### src/rtl/jtdd_gfxrom_server.sv
// Graphics ROM responder for the char, scroll and object layers: one cached word per
// layer, misses fetched over a single-outstanding SDRAM port with round-robin arbitration.
module jtdd_gfxrom_server #(
  parameter logic [21:0] CHAR_OFFSET = 22'h00000,
  parameter logic [21:0] SCR_OFFSET  = 22'h08000,
  parameter logic [21:0] OBJ_OFFSET  = 22'h20000
)(
  input  logic        clk,
  input  logic        rst_n,
  input  logic [15:0] char_addr,
  output logic [7:0]  char_data,
  output logic        char_ok,
  input  logic [16:0] scr_addr,
  output logic [15:0] scr_data,
  output logic        scr_ok,
  input  logic [18:0] obj_addr,
  output logic [15:0] obj_data,
  output logic        obj_ok,
  output logic [21:0] sdram_addr,
  output logic        sdram_req,
  input  logic        sdram_ack,
  input  logic        sdram_dst,
  input  logic [15:0] sdram_dout
);

  typedef enum logic [1:0] {ST_IDLE, ST_REQ, ST_WAIT} state_t;

  localparam logic [1:0] SLOT_CHAR = 2'd0;
  localparam logic [1:0] SLOT_SCR  = 2'd1;
  localparam logic [1:0] SLOT_OBJ  = 2'd2;

  state_t      state;
  logic [1:0]  rr;
  logic [1:0]  gnt;
  logic [18:0] itag;

  logic [14:0] char_tag;
  logic [16:0] scr_tag;
  logic [18:0] obj_tag;
  logic [15:0] char_word, scr_word, obj_word;
  logic        char_vld, scr_vld, obj_vld;

  logic [3:0]  miss;
  logic [1:0]  s0, s1, s2, sel;
  logic [21:0] fetch_addr;
  logic [18:0] fetch_tag;

  function automatic logic [1:0] next_slot(input logic [1:0] s);
    return (s == SLOT_OBJ) ? SLOT_CHAR : s + 2'd1;
  endfunction

  always_comb begin
    char_ok   = char_vld && (char_addr[15:1] == char_tag);
    scr_ok    = scr_vld  && (scr_addr == scr_tag);
    obj_ok    = obj_vld  && (obj_addr == obj_tag);
    char_data = char_addr[0] ? char_word[15:8] : char_word[7:0];
    scr_data  = scr_word;
    obj_data  = obj_word;
    miss      = {1'b0, ~obj_ok, ~scr_ok, ~char_ok};
  end

  // Priority order starts at rr, which always points just past the last granted slot
  always_comb begin
    s0  = rr;
    s1  = next_slot(s0);
    s2  = next_slot(s1);
    sel = miss[s0] ? s0 : (miss[s1] ? s1 : s2);
    fetch_addr = '0;
    fetch_tag  = '0;
    case (sel)
      SLOT_CHAR: begin
        fetch_addr = CHAR_OFFSET + {7'd0, char_addr[15:1]};
        fetch_tag  = {4'd0, char_addr[15:1]};
      end
      SLOT_SCR: begin
        fetch_addr = SCR_OFFSET + {5'd0, scr_addr};
        fetch_tag  = {2'd0, scr_addr};
      end
      default: begin
        fetch_addr = OBJ_OFFSET + {3'd0, obj_addr};
        fetch_tag  = obj_addr;
      end
    endcase
  end

  always_ff @(posedge clk or negedge rst_n) begin
    if (!rst_n) begin
      state      <= ST_IDLE;
      rr         <= SLOT_CHAR;
      gnt        <= SLOT_CHAR;
      itag       <= '0;
      sdram_req  <= 1'b0;
      sdram_addr <= '0;
      char_tag   <= '0;
      scr_tag    <= '0;
      obj_tag    <= '0;
      char_word  <= '0;
      scr_word   <= '0;
      obj_word   <= '0;
      char_vld   <= 1'b0;
      scr_vld    <= 1'b0;
      obj_vld    <= 1'b0;
    end else begin
      case (state)
        ST_IDLE: if (|miss) begin
          gnt        <= sel;
          itag       <= fetch_tag;
          sdram_addr <= fetch_addr;
          sdram_req  <= 1'b1;
          rr         <= next_slot(sel);
          state      <= ST_REQ;
        end
        ST_REQ: if (sdram_ack) begin
          sdram_req <= 1'b0;
          state     <= ST_WAIT;
        end
        ST_WAIT: if (sdram_dst) begin
          // The issued tag is stored, so a stale fetch lands without raising ok
          case (gnt)
            SLOT_CHAR: begin
              char_tag  <= itag[14:0];
              char_word <= sdram_dout;
              char_vld  <= 1'b1;
            end
            SLOT_SCR: begin
              scr_tag  <= itag[16:0];
              scr_word <= sdram_dout;
              scr_vld  <= 1'b1;
            end
            default: begin
              obj_tag  <= itag;
              obj_word <= sdram_dout;
              obj_vld  <= 1'b1;
            end
          endcase
          state <= ST_IDLE;
        end
        default: state <= ST_IDLE;
      endcase
    end
  end

endmodule
### config.mk
export PLATFORM = sky130hd
export DESIGN_NAME = jtdd_gfxrom_server
export DESIGN_NICKNAME = d
export VERILOG_FILES = /design/src/rtl/jtdd_gfxrom_server.sv
export SDC_FILE = /design/constraint.sdc
export NUM_CORES = 1
export LEC_CHECK = 0
export CORE_MARGIN = 1.5
export CORE_UTILIZATION = 55
export CTS_CLUSTER_DIAMETER = 100
export DETAILED_ROUTE_END_ITERATION = 16
export DONT_BUFFER_PORTS = 1
export PLACE_DENSITY = 0.8
export RECOVER_POWER = 100
export SLEW_MARGIN = 20
export SYNTH_ARGS = -nofsm -noshare
export SYNTH_HDL_FRONTEND = slang
export SYNTH_SLANG_ARGS = --single-unit
### constraint.sdc
create_clock -name clk -period 2.2 [get_ports clk]
set_input_delay 0.22 -clock clk [delete_from_list [all_inputs] [get_ports clk]]
set_output_delay 0.22 -clock clk [all_outputs]
set_load 0.01 [all_outputs]
# [After elaboration in Yosys (flattened, before gate mapping)]
# Cells that the tools add are included.
[word_totals] out_inout_bits=66 elab_cells=73 register_bits=150 in_bits=72
[op_classes] n_addsub=5 n_mux=19 bitwise_logic=4 eq_ne=13 order_cmp=2 n_reduce_logical=15
[ops] cell="$pmux W20 S2" count=1
[ops] cell="$pmux W19 S2" count=1
[ops] cell="$add A18 B19 Y20 const A" count=1
[ops] cell="$eq A19 B19 Y1" count=1
[ops] cell="$add A16 B17 Y18 const A" count=1
[ops] cell="$eq A17 B17 Y1" count=1
[ops] cell="$mux W2" count=8
[ops] cell="$eq A15 B15 Y1" count=1
[ops] cell="$reduce_and A3 Y1" count=5
[ops] cell="$eq A2 B2 Y1 const B" count=4
[ops] cell="$mux W8" count=1
[ops] cell="$add A2 B1 Y2 const B" count=3
[ops] cell="$eq A2 B1 Y1 const B" count=3
[ops] cell="$logic_not A2 Y1" count=3
[ops] cell="$lt A2 B3 Y1 const B" count=2
[ops] cell="$ne A2 B2 Y1 const B" count=3
[ops] cell="$pmux W2 S3" count=1
[ops] cell="$bmux W1 S2" count=2
[ops] cell="$mux W1" count=4
[ops] cell="$not A1 Y1" count=4
[ops] cell="$logic_and A1 B1 Y1" count=3
[ops] cell="$reduce_or A3 Y1" count=1
[ops] cell="$pmux W1 S2" count=1
[ops] cell="$reduce_and A2 Y1" count=1
[ops] cell="other kinds (2)" count=2

# [Logic depth before layout (Yosys ltp)]
[logic_depth] ltp_word=9 ltp_mapped=9 mapped_depth_nobuf=7

# [Worst setup path after synthesis]
# OpenSTA, ideal clock, no wires.
[synth_timing] kind="register to register" start="register char_tag[5]" end="register itag[11]" synth_period_minus_slack_ns=1.973 arrival_time_ns=1.895 stages_incl_launch_ff=9 slack_ns=0.227 setup_time_ns=0.078 required_ns=2.122 n_path_buf=1 cell_sequence="dfrtp_1 xnor2_1 nand4_1 nor4_4 a21oi_1 and3b_1 buf_2 a221oi_1 o2bb2ai_1"
[synth_between] elab_chain_cells=9 word_cells_on_any_way=14 classes_between="eq/ne: 2; mux: 7; bitwise: 1; reduce/logical: 4"
[synth_rtl] item="from (decl)" line="37" rtl="logic [14:0] char_tag;"
[synth_rtl] item="from (signal assigned)" line="121" rtl="char_tag <= itag[14:0];"
[synth_rtl] item="$eq A15 B15 Y1 *" line="53" rtl="char_ok = char_vld && (char_addr[15:1] == char_tag);"
[synth_rtl] item="$logic_and A1 B1 Y1 *" line="53"
[synth_rtl] item="net char_ok" line="12" rtl="output logic char_ok,"
[synth_rtl] item="$not A1 Y1 *" line="59" rtl="miss = {1'b0, ~obj_ok, ~scr_ok, ~char_ok};"
[synth_rtl] item="$bmux W1 S2" line="67" rtl="sel = miss[s0] ? s0 : (miss[s1] ? s1 : s2);"
[synth_rtl] item="$mux W1 (implied by the code)" line="67"
[synth_rtl] item="$mux W2 (2 in series)" line="67"
[synth_rtl] item="$eq A2 B1 Y1 or $logic_not A2 Y1 (tied branches)" line="70" rtl="case (sel)"
[synth_rtl] item="$pmux W19 S2" line="70"
[synth_rtl] item="to (signal assigned)" line="107" rtl="itag <= fetch_tag;"
[synth_rtl] item="to (decl)" line="35" rtl="logic [18:0] itag;"
# Mark *: on every way through the listed nets, which the timed path passes. The rest lies on a longest branch. The select of a mux whose other input is x is not followed.
# A chain may end at the register's enable or synchronous reset.

# [Final worst setup path]
[layout_timing] start="register char_tag[5]" end="register itag[10]"
[layout_between] elab_chain_cells=9 word_cells_on_any_way=14 classes_between="eq/ne: 2; mux: 7; bitwise: 1; reduce/logical: 4"
[layout_rtl] item="$eq A15 B15 Y1 *" line="53"
[layout_rtl] item="$logic_and A1 B1 Y1 *" line="53"
[layout_rtl] item="$not A1 Y1 *" line="59"
[layout_rtl] item="$bmux W1 S2" line="67"
[layout_rtl] item="$mux W1 (implied by the code)" line="67"
[layout_rtl] item="$mux W2 (2 in series)" line="67"
[layout_rtl] item="$eq A2 B1 Y1 or $logic_not A2 Y1 (tied branches)" line="70"
[layout_rtl] item="$pmux W19 S2" line="70"
# Mark *: on every way between the ends. The rest lies on a longest branch, timed or not. The select of a mux whose other input is x is not followed.

==> results.py <==
metrics = {
    "clocking": {
        "cts_tree": "done",
        "cts_sinks": 133,
        "path_clk_slew_ns": 0.06,
        "cts-buffers-inserted": 17,
        "cts_hold_buffers": 71,
        "cts_root_buffer": "clkbuf_8",
        "cts_max_level": 4,
        "clockBufferDepth": 2,
        "clk_latency_ns": 0.53,
    },
    "layout": {
        "mostFrequentLayoutCell": "dfrtp_1",
        "multi_input_area_sq_um": 2900,
        "syn2layout_area_growth_pct": 33.6,
        "ff_latch_area_sq_um": 3330,
        "final_cell_mix": "133 x dfrtp_1, 97 x mux2_2, 71 x dlygate4sd3_1",
        "drive_above_1_share": 0.396,
        "nFillCells": 598,
        "final_cells": 693,
        "fin_nets": 615,
        "n_antenna_cell": 0,
    },
    "power_and_ir_drop": {
        "p_clk_frac": 0.253,
        "vdd_drop_max_v": 0.000689,
        "power_density_nw_per_um2": 1450,
        "seqPwrFrac": 0.406,
        "pwr-share-comb": 0.340,
        "sw_frac_of_total": 0.355,
        "p_leak_nw": 3.61,
        "switching_power_mw": 4.16,
        "p_int_mw": 7.54,
    },
    "timing": {
        "final-setup-viol-count": 30,
        "fin_hold_ws_ns": -0.619,
        "report.final.slew_viol_count": 0,
        "period_share": 1.07,
        "hold_violations": 133,
        "finalSetupTns_ns": -2.96,
        "period_minus_slack_ns": 2.35,
        "fin_ws_ns": -0.155,
        "skew_ns": 0.00950,
        "max_slew.worst_pin.slew_ns": 0.709,
        "rsz0062_at_grt": "yes",
        "clock.fmax_mhz": 425,
        "slew_headroom": 0.527,
    },
    "grt": {
        "grt_pass1_wl_mm": 25.6,
        "grtUsageTotal": 0.302,
        "first_global_vias": 4609,
        "grt_antenna_before_repair": 0,
        "grt_start_max_net_pins": 134,
        "overflow": 0,
    },
    "synth": {
        "yosysSeqAreaShare": 0.549,
        "synth_warnings": 0,
        "synthArstFlopShare": 1.00,
        "synthCells": 454,
        "synth.distinct_cells": 40,
        "syn-cell-area_sq_um": 6060,
        "synth-seq-cells": 133,
        "synth_area_leader_cell": "dfrtp_1",
        "synth_area_leaders": "dfrtp_1 55%, mux2_2 20%, xnor2_1 4.2%, xor2_1 3.2%, a221oi_1 2.7%",
        "synth_edf_count": 0,
        "synth_ff_type": "dfrtp_1",
        "post-synth-top-area-fraction": 0.549,
        "synth_area_per_cell_sq_um": 13.3,
    },
    "job": {
        "max_cap_viol_count": 0,
    },
    "floorplan": {
        "boundaryPins": 138,
        "dieArea_sq_um": 11700,
        "die_x_um": 108,
        "start_util": 0.561,
        "core_sq_um": 10800,
        "die_h_um": 108,
        "row_count": 38,
    },
    "setup_path": {
        "cp.required_ns": 2.61,
        "crit_chain": "xnor2_1 > nand4_1 > nor4_4 > buf_4 > buf_4 > a311oi_4 > buf_4 > nor2_1 > o2bb2ai_1",
        "cp_slowest_stage_delay_ns": 0.43,
        "worst_setup_path_end_kind": "flop",
        "cp.arrival_ns": 2.76,
        "cp_max_fo": 7,
        "critPathMostFrequentCell": "buf_4",
        "start_kind": "flop",
        "setup.worst_path.class": "reg -> reg",
        "slowest_stage": "dfrtp_1",
    },
    "place": {
        "place.gp.congestion": 0.848,
        "dpl.hpwl_mm": 9.57,
        "dp_cells": 580,
        "post-place-ws_ns": -0.115,
        "place.port_buffers": 0,
    },
    "run_status": {
        "failed_checks": "hold timing, setup timing",
        "status": "complete, but fails checks",
    },
    "route": {
        "routedWlPerCell_um": 26.1,
        "viasPerCell": 6.29,
        "drc": 0,
        "totalWireLength_mm": 18.1,
        "first_pass_iters": 5,
        "ant_nets": 0,
        "drt-initial-drc-count": 322,
        "vias": 4362,
    },
    "hold_path": {
        "hold_path.class": "in -> async",
    },
}
[flip-flops by register name (all words and copies together), names as in the netlist, 5 cells and up]
register,cells
sdram_addr,5
obj_data,16
char_tag,15
scr_data,16
itag,19
obj_tag,19
char_word,16
scr_tag,17
[routing by layer]
layer  routed length (um)  GRT usage  up-vias
li1                     -          -     1806
met1                 6740      0.364     2233
met2                 9110      0.486      249
met3                 1450     0.0826       74
met4                  750      0.176        0
met5                    0          0        -
[cells by family (layout without fill, tap and decap cells)]
group	after synthesis	count (layout)	share of synthesized area
AO/OA/AOI/OAI	48	48	0.0690
XOR/XNOR	51	51	0.0737
adder cells (fa/ha/maj)	2	2	0.00413
buffers and inverters	40	138	0.0399
flip-flops	133	133	0.549
multiplexers	107	107	0.199
other	1	2	0.000619
AND/OR/NAND/NOR	72	72	0.0646
[worst max-delay path, delay by kind of cell (launching register included)]
family	cells	cell delay [ns]
xor gates and xnor gates	1	0.26
and+or+nand+nor	3	0.80
buffers and inverters	3	0.52
DFF	1	0.43
AOI/OAI and AO/OA	2	0.24
[cell usage after synthesis (2+ instances only)]
cell type / n
nand2_1: 8
buf_2: 4
nand3_1: 2
nor3_1: 2
a21o_1: 2
o2bb2ai_1: 15
buf_4: 19
nor2_1: 31
xnor2_1: 29
dfrtp_1: 133
xor2_1: 22
mux2_2: 107
nand4_1: 9
o21ai_0: 2
inv_1: 3
nand2b_1: 3
nand3b_1: 2
a22o_1: 4
ha_1: 2
nor4_1: 5
a221oi_1: 19
buf_6: 2
clkbuf_1: 12
[repair_timing]
item | CTS | global route
gates cloned | 1 | 1
endpoints found under the setup margin | 30 | 32
resized for setup | 39 | 39
buffers inserted | 3 | 7
pin swaps | 39 | 32
endpoints found under the hold margin | 208 | 133
[layout make-up]
cell class	count	area share
inverter	3	0.00139
sequential	133	0.411
clock buffer	22	0.0572
timing repair buffer	104	0.132
multi-input combinational	282	0.358
tap	140	0.0216
clock inverter	9	0.0186
[through the flow]
| stage | total power, mW | util | area [sq um] |
|---|---|---|---|
| 6_report | 11.7 | 0.750 | 8090 |
| 5_1_grt | 12.2 | 0.750 | 8090 |
| 4_1_cts | 11.0 | 0.722 | 7790 |
| 3_5_place_dp | 7.59 | 0.575 | 6200 |
| 3_3_place_gp | 7.39 | 0.575 | 6200 |
| 2_1_floorplan | 6.84 | - | 6060 |
[worst paths after layout]
| path | startpoint | to | slack [ns] | depth (start not counted) |
|---|---|---|---|---|
| setup / recovery | char_tag[5] | itag[10] | -0.15 | 9 |
| hold / removal | rst_n | obj_data[2] | -0.62 | 0 |
| setup reg to reg | char_tag[5] | itag[10] | -0.15 | 9 |
| hold reg to reg | char_vld | char_vld | 0.49 | 1 |
| max in group asynchronous | rst_n | scr_tag[9] | 2.63 | 0 |
| min in group clk | scr_addr[15] | sdram_addr[17] | 0.02 | 3 |
[power by group through the flow]
stage,Sequential [mW],Combinational [mW],Clock [mW]
final,4.75,3.98,2.96
after global routing,4.85,4.21,3.10
after CTS,4.60,3.44,2.94
after detailed placement,4.63,2.97,0
after global placement,4.55,2.84,0
after floorplan,4.26,2.57,0
No activity file was read; power rests on OpenSTA's default activity.
